==> src/rtl/regfile_wr_arbiter.sv <==
`default_nettype none
// ============================================================================
//  Module   : regfile_wr_arbiter
//  Purpose  : Shares the single register-file write port between two
//             writeback sources, ALU results (A) and memory loads (M).
//             One source is granted per cycle with round-robin priority,
//             and the winning write is registered for one cycle.
//             wr_addr feeds decoder5_32, and wr_en gates its one-hot
//             outputs. Writes to $zero are accepted but never committed.
//  Optional : REGFILE_WR_BYPASS_EN adds decode-stage forwarding compares
//             (rs_addr/rt_addr in, fwd_rs/fwd_rt out).
//  Ports    :
//    clk, rst                   clock; asynchronous active-low reset
//    a_valid/a_addr/a_data      ALU writeback request
//    a_ready                    ALU request accepted this cycle
//    m_valid/m_addr/m_data      load writeback request
//    m_ready                    load request accepted this cycle
//    rf_stall                   register file busy, so no grants
//    wr_en/wr_addr/wr_data      registered write to the register file
//    wr_src                     0 = ALU, 1 = MEM for the current write
//    zero_drop                  pulse: accepted $zero write discarded
//    wr_count                   saturating count of committed writes
//    rs_addr/rt_addr, fwd_rs/fwd_rt   (REGFILE_WR_BYPASS_EN only)
//  Revision : 1.0  initial release
// ============================================================================
module regfile_wr_arbiter #(
  parameter int DATA_W = 32,
  parameter int ADDR_W = 5,
  parameter int CNT_W  = 16
) (
  input  logic              clk,
  input  logic              rst,
  input  logic              a_valid,
  input  logic [ADDR_W-1:0] a_addr,
  input  logic [DATA_W-1:0] a_data,
  output logic              a_ready,
  input  logic              m_valid,
  input  logic [ADDR_W-1:0] m_addr,
  input  logic [DATA_W-1:0] m_data,
  output logic              m_ready,
  input  logic              rf_stall,
  output logic              wr_en,
  output logic [ADDR_W-1:0] wr_addr,
  output logic [DATA_W-1:0] wr_data,
  output logic              wr_src,
  output logic              zero_drop,
`ifdef REGFILE_WR_BYPASS_EN
  input  logic [ADDR_W-1:0] rs_addr,
  input  logic [ADDR_W-1:0] rt_addr,
  output logic              fwd_rs,
  output logic              fwd_rt,
`endif
  output logic [CNT_W-1:0]  wr_count
);

  // Priority state: which requester wins the next contested cycle.
  typedef enum logic [0:0] {
    PRI_M = 1'b0,
    PRI_A = 1'b1
  } pri_state_t;

  pri_state_t r_state;
  pri_state_t w_state_next;

  logic              w_grant_a;
  logic              w_grant_m;
  logic              w_take;
  logic              w_contested;
  logic [ADDR_W-1:0] w_sel_addr;
  logic [DATA_W-1:0] w_sel_data;
  logic              w_sel_zero;
  logic              w_commit;
  logic              w_cnt_sat;

  logic              r_wr_en;
  logic [ADDR_W-1:0] r_wr_addr;
  logic [DATA_W-1:0] r_wr_data;
  logic              r_wr_src;
  logic              r_zero_drop;
  logic [CNT_W-1:0]  r_count;

  // --------------------------------------------------------------------------
  // Priority state register
  // --------------------------------------------------------------------------
  always_ff @(posedge clk or negedge rst) begin
    if (!rst) begin
      r_state <= PRI_M;
    end else begin
      r_state <= w_state_next;
    end
  end

  // --------------------------------------------------------------------------
  // Grant and next-state logic
  // A stall masks everything. This includes the state update, so a cycle
  // that would have been contested but was stalled leaves priority alone.
  // --------------------------------------------------------------------------
  always_comb begin
    w_grant_a    = 1'b0;
    w_grant_m    = 1'b0;
    w_contested  = 1'b0;
    w_state_next = r_state;

    if (!rf_stall) begin
      w_contested = a_valid && m_valid;
      if (w_contested) begin
        w_grant_a = (r_state == PRI_A);
        w_grant_m = (r_state == PRI_M);
        // The winner loses favour for the next contested cycle.
        w_state_next = w_grant_a ? PRI_M : PRI_A;
      end else begin
        w_grant_a = a_valid;
        w_grant_m = m_valid;
      end
    end
  end

  assign a_ready = w_grant_a;
  assign m_ready = w_grant_m;

  // --------------------------------------------------------------------------
  // Winning request select
  // A grant implies valid, so w_take marks a completed handshake.
  // --------------------------------------------------------------------------
  assign w_take     = w_grant_a || w_grant_m;
  assign w_sel_addr = w_grant_m ? m_addr : a_addr;
  assign w_sel_data = w_grant_m ? m_data : a_data;
  assign w_sel_zero = (w_sel_addr == '0);
  assign w_commit   = w_take && !w_sel_zero;
  assign w_cnt_sat  = &r_count;

  // --------------------------------------------------------------------------
  // Registered write stage
  // Address, data and source update only on a real commit, so they hold
  // their values through idle cycles and discarded $zero writes.
  // The counter advances on the same edge that raises wr_en. As a result,
  // wr_count already includes the write currently being presented.
  // --------------------------------------------------------------------------
  always_ff @(posedge clk or negedge rst) begin
    if (!rst) begin
      r_wr_en     <= 1'b0;
      r_wr_addr   <= '0;
      r_wr_data   <= '0;
      r_wr_src    <= 1'b0;
      r_zero_drop <= 1'b0;
      r_count     <= '0;
    end else begin
      r_wr_en     <= w_commit;
      r_zero_drop <= w_take && w_sel_zero;
      if (w_commit) begin
        r_wr_addr <= w_sel_addr;
        r_wr_data <= w_sel_data;
        r_wr_src  <= w_grant_m;
      end
      if (w_commit && !w_cnt_sat) begin
        r_count <= r_count + CNT_W'(1);
      end
    end
  end

  assign wr_en     = r_wr_en;
  assign wr_addr   = r_wr_addr;
  assign wr_data   = r_wr_data;
  assign wr_src    = r_wr_src;
  assign zero_drop = r_zero_drop;
  assign wr_count  = r_count;

`ifdef REGFILE_WR_BYPASS_EN
  // --------------------------------------------------------------------------
  // Decode-stage forwarding compares against the registered write.
  // $zero never forwards, even though wr_en cannot be high for it.
  // --------------------------------------------------------------------------
  assign fwd_rs = r_wr_en && (r_wr_addr == rs_addr) && (rs_addr != '0);
  assign fwd_rt = r_wr_en && (r_wr_addr == rt_addr) && (rt_addr != '0);
`endif

endmodule
`default_nettype wire
==> config.mk <==
export PLATFORM = sky130hd
export DESIGN_NAME = regfile_wr_arbiter
export DESIGN_NICKNAME = d
export VERILOG_FILES = /design/src/rtl/regfile_wr_arbiter.sv
export SDC_FILE = /design/constraint.sdc
export NUM_CORES = 1
export LEC_CHECK = 0
export BUFFER_PORTS_ARGS = -buffer_cell sky130_fd_sc_hd__buf_2
export CAP_MARGIN = 20
export CORE_UTILIZATION = 45
export CTS_CLUSTER_DIAMETER = 200
export CTS_CLUSTER_SIZE = 30
export DETAILED_ROUTE_END_ITERATION = 8
export GPL_TIMING_DRIVEN = 0
export PLACE_DENSITY = 0.75
export SLEW_MARGIN = 0
export SYNTH_ARGS = -nofsm -noshare
export SYNTH_HDL_FRONTEND = slang
export SYNTH_SLANG_ARGS = --single-unit
==> constraint.sdc <==
create_clock -name clk -period 2.5 [get_ports clk]
set_input_delay 0.75 -clock clk [delete_from_list [all_inputs] [get_ports clk]]
set_output_delay 0.75 -clock clk [all_outputs]
set_load 0.02 [all_outputs]
Word-level counts from Yosys, hierarchy flattened
Cells that the tools add are included.
{"block": "totals", "inputBits": 79, "word_cells": 27, "out_inout_bits": 58, "regBits": 57}
{"block": "op_classes", "reduce_logical": 10, "bitwise": 2, "muxes": 7, "n_addsub": 1}
{"cell": "32-bit 2-to-1 mux", "count": 1}
{"cell": "16-bit by 1-bit adder with 16-bit output, second input constant", "count": 1}
{"cell": "16-bit AND reduction", "count": 1}
{"cell": "5-bit zero test", "count": 1}
{"cell": "1-bit 2-to-1 mux", "count": 5}
{"cell": "5-bit 2-to-1 mux", "count": 1}
{"cell": "1-bit logical AND", "count": 4}
{"cell": "1-bit zero test", "count": 2}
{"cell": "1-bit NOT", "count": 2}
{"cell": "2-bit AND reduction", "count": 1}
{"cell": "1-bit logical OR", "count": 1}

Logic depth before layout (Yosys ltp)
{"block": "logic_depth", "ltp_word": 8, "mapped_depth": 7, "mapped_depth_nobuf": 6}

Least setup slack after synthesis
No wires, ideal clock.
{"block": "synth_path", "kind": "input port to output port", "from": "input port m_valid", "to": "output port a_ready", "required_time_ns": 1.750, "setup_slack_ns": 0.079, "path_stages": 5, "arrival_time_ns": 1.671, "path_buffers": 2, "path_cell_list": "nor2b_1 > and2_1 > buf_2 > buf_2 > nor2_1"}
{"block": "synth_via", "elab_chain_cells": 3}
{"element": "start, declared", "line": "37", "text": "input logic m_valid,"}
{"element": "1-bit logical AND", "line": "105", "text": "w_contested = a_valid && m_valid;"}
{"element": "1-bit 2-to-1 mux", "line": "106", "text": "if (w_contested) begin"}
{"element": "1-bit 2-to-1 mux", "line": "104", "text": "if (!rf_stall) begin"}
{"element": "end, declared", "line": "36", "text": "output logic a_ready,"}
Every way passes these cells.

Final worst setup path
Ends and elaborated chain as after synthesis.

==> results_dict.tcl <==
set metrics [dict create \
    leakagePower_nw 1.83 \
    syn_to_final_growth_pct 36.1 \
    ys_seq_area_share_pct 53.5 \
    synth.avg_cell_area_um2 10.4 \
    drv_cap 0 \
    hold_buffers 0 \
    track_usage_pct 22.3 \
    initial_utilization_pct 47.5 \
    via_count 2417 \
    clkSlewWorstSetupHoldPaths_ns 0.06 \
    wl_mm 6.63 \
    min_path_type "in2async" \
    fp.dieH_um 79.0 \
    power_density_nw_per_um2 761 \
    worst_slew_pin_slew_ns 0.745 \
    die_w_um 79.0 \
    worstSetupStartpoint "m_valid" \
    synth_area_um2 2670 \
    finalMaxSlewViolations 0 \
    cts.sinks 57 \
    drtAntennaViolNets 0 \
    numCtsBuffers 9 \
    synth_flop_cell "dfrtp_1" \
    critPathTopFamily "buffers and inverters" \
    finalHoldViolations 0 \
    cpMostUsedCell "buf_2" \
    drive_above_1_share_pct 40.0 \
    core.rowCount 27 \
    drtIter0Drc 105 \
    first_global_vias 2266 \
    synthCells 256 \
    critPathMaxFanout 13 \
    overflow 0 \
    r2r_slack_ns 0.48 \
    clock_path_buffers 2 \
    cts_tree "done" \
    crit_buf_inv 3 \
    cts_post_setup_buffers_inserted 0 \
    reg2reg_from "wr_count[0]" \
    remaining_drc_errors 0 \
    worstPathRequired_ns 1.75 \
    clk_latency_ns 0.33 \
    dp_hpwl_mm 5.07 \
    crit_chain "buf_2 > nor2b_1 > and2_1 > buf_4 > nor2_1 > buf_2" \
    use_met2_pct 36.5 \
    final_common_cell "buf_2" \
    finalNonFillerCells 480 \
    status "complete, no violations" \
    post-route-min-period_ns 2.37 \
    core_um2 5610 \
    cts_root_buf "clkbuf_8" \
    io_pins 137 \
    grt_use_met1_pct 27.5 \
    synth_edf_count 0 \
    dr.pass1.iters 4 \
    async_flop_share_pct 100 \
    top_usage_layer "met2" \
    grt_max_degree 33 \
    gp_congestion 0.868 \
    cp_slowest_cell "buf_4" \
    worstPathArrival_ns 1.62 \
    grt_pass1_wl_mm 10.5 \
    antenna_found_initial 0 \
    fmax_mhz 422 \
    place.port_buffers 136 \
    use_met3_pct 8.05 \
    hold_slack_ns 0.415 \
    layout_common_cells "136 x buf_2, 57 x dfrtp_1, 47 x nand2_1, 37 x mux2i_1, 37 x o21ai_0" \
    die_area_um2 6230 \
    ir_drop_v 0.000643 \
    skew_ns 0.00648 \
    criticalPathCategory "in2out" \
    post_drt_via_cell_ratio 5.04 \
    rsz0062_at_grt "no" \
    fillerInstances 492 \
    ys.warnings.count 0 \
    min_period_over_period_pct 94.9 \
    ys_types 32 \
    slowest_delay_ns 0.20 \
    place_inst 465 \
    fin_nets 483 \
    max_slew_margin_pct 50.4 \
    diodes 0 \
    routedWlPerCell_um 13.8 \
    cp-start-kind "primary input" \
    synth_nets 336 \
    htreeDepth 3 \
    endpoint_kind "primary output" \
    ys_seq_elements 57 \
    setup_viol 0 \
]
==> final timing paths <==
kind / to / depth (start not counted)
min reg2reg: wr_data[29] / 2
max: a_ready / 6
max in group asynchronous: wr_count[11] / 2
min in group clk: wr_data[29] / 2
max reg2reg: wr_count[13] / 6
min: wr_data[3] / 1
==> layer usage <==
metal  routed length [um]  vias up
li1                     -     1183
met1                 2810     1132
met2                 3200       93
met3                  550        9
met4                   71        0
met5                    0        -
==> kinds of logic (layout without fill, tap and decap cells) <==
family / after synthesis / count (layout) / share of synthesized area (%)
adder cells (fa/ha/maj): 1 / 1 / 0.469
flip-flops: 57 / 57 / 53.5
buffers and inverters: 20 / 172 / 3.90
AND/OR/NAND/NOR: 79 / 79 / 13.8
multiplexers: 39 / 39 / 14.7
XOR/XNOR: 12 / 12 / 3.94
AO/OA/AOI/OAI: 48 / 48 / 9.58
==> synth_stat cells, types with 2 or more instances <==
cell,number,area (um2)
buf_4,5,37.5
mux2i_1,37,370
xor2_1,3,26.3
inv_1,5,18.8
or4_1,2,15.0
nor2_1,5,18.8
a21oi_1,4,20.0
nor4_1,2,12.5
and3_1,3,18.8
o21ai_0,37,185
dfrtp_1,57,1430
or3_1,2,12.5
clkbuf_1,6,22.5
xnor2_1,9,78.8
a31oi_1,4,25.0
nor3_1,2,10.0
nand4_1,8,50.1
mux2_2,2,22.5
buf_2,2,10.0
nand3_1,3,15.0
nand2_1,47,176
==> power breakdown <==
part,leakage (nW),internal (mW),switching (mW)
clock,0.0932,0.409,0.341
combinational,1.04,0.315,0.476
sequential,0.705,1.09,0.134
total,1.83,1.81,0.951
==> stage by stage <==
step | setup TNS [ns] | total power [mW] | setup slack [ns] | util [%] | cell area, um2
2_1_floorplan | 0 | 1.70 | 0.0788 | - | 2670
3_3_place_gp | -0.651 | 2.00 | -0.0638 | 61.3 | 3440
3_5_place_dp | -1.05 | 2.03 | -0.0922 | 61.6 | 3460
4_1_cts | 0 | 2.79 | 0.0330 | 64.6 | 3620
5_1_grt | 0 | 2.94 | 0.0322 | 64.7 | 3630
6_report | 0 | 2.76 | 0.128 | 64.7 | 3630
==> state kept, by name, indices dropped and copies added, names as in the netlist <==
signal	cells
zero_drop	1
wr_count	16
wr_src	1
wr_en	1
wr_addr	5
r_state	1
wr_data	32
==> final cells by class <==
type	instances	area, um2	area share, %
multi-input cells	179	1130	31.3
repair buffers	137	701	19.3
well taps	72	90.1	2.48
plain buffers	13	78.8	2.17
clock buffers	13	159	4.38
clock inverters	3	15.0	0.414
flip-flops and latches	57	1430	39.3
inverters	6	22.5	0.621
==> what timing repair did <==
| item | 4_1_cts | 5_1_grt |
|---|---|---|
| setup endpoints to repair | 2 | 2 |
| hold endpoints to repair | 0 | 0 |
| gates resized for setup | 0 | 2 |
Power figures use the tool's default switching activity.
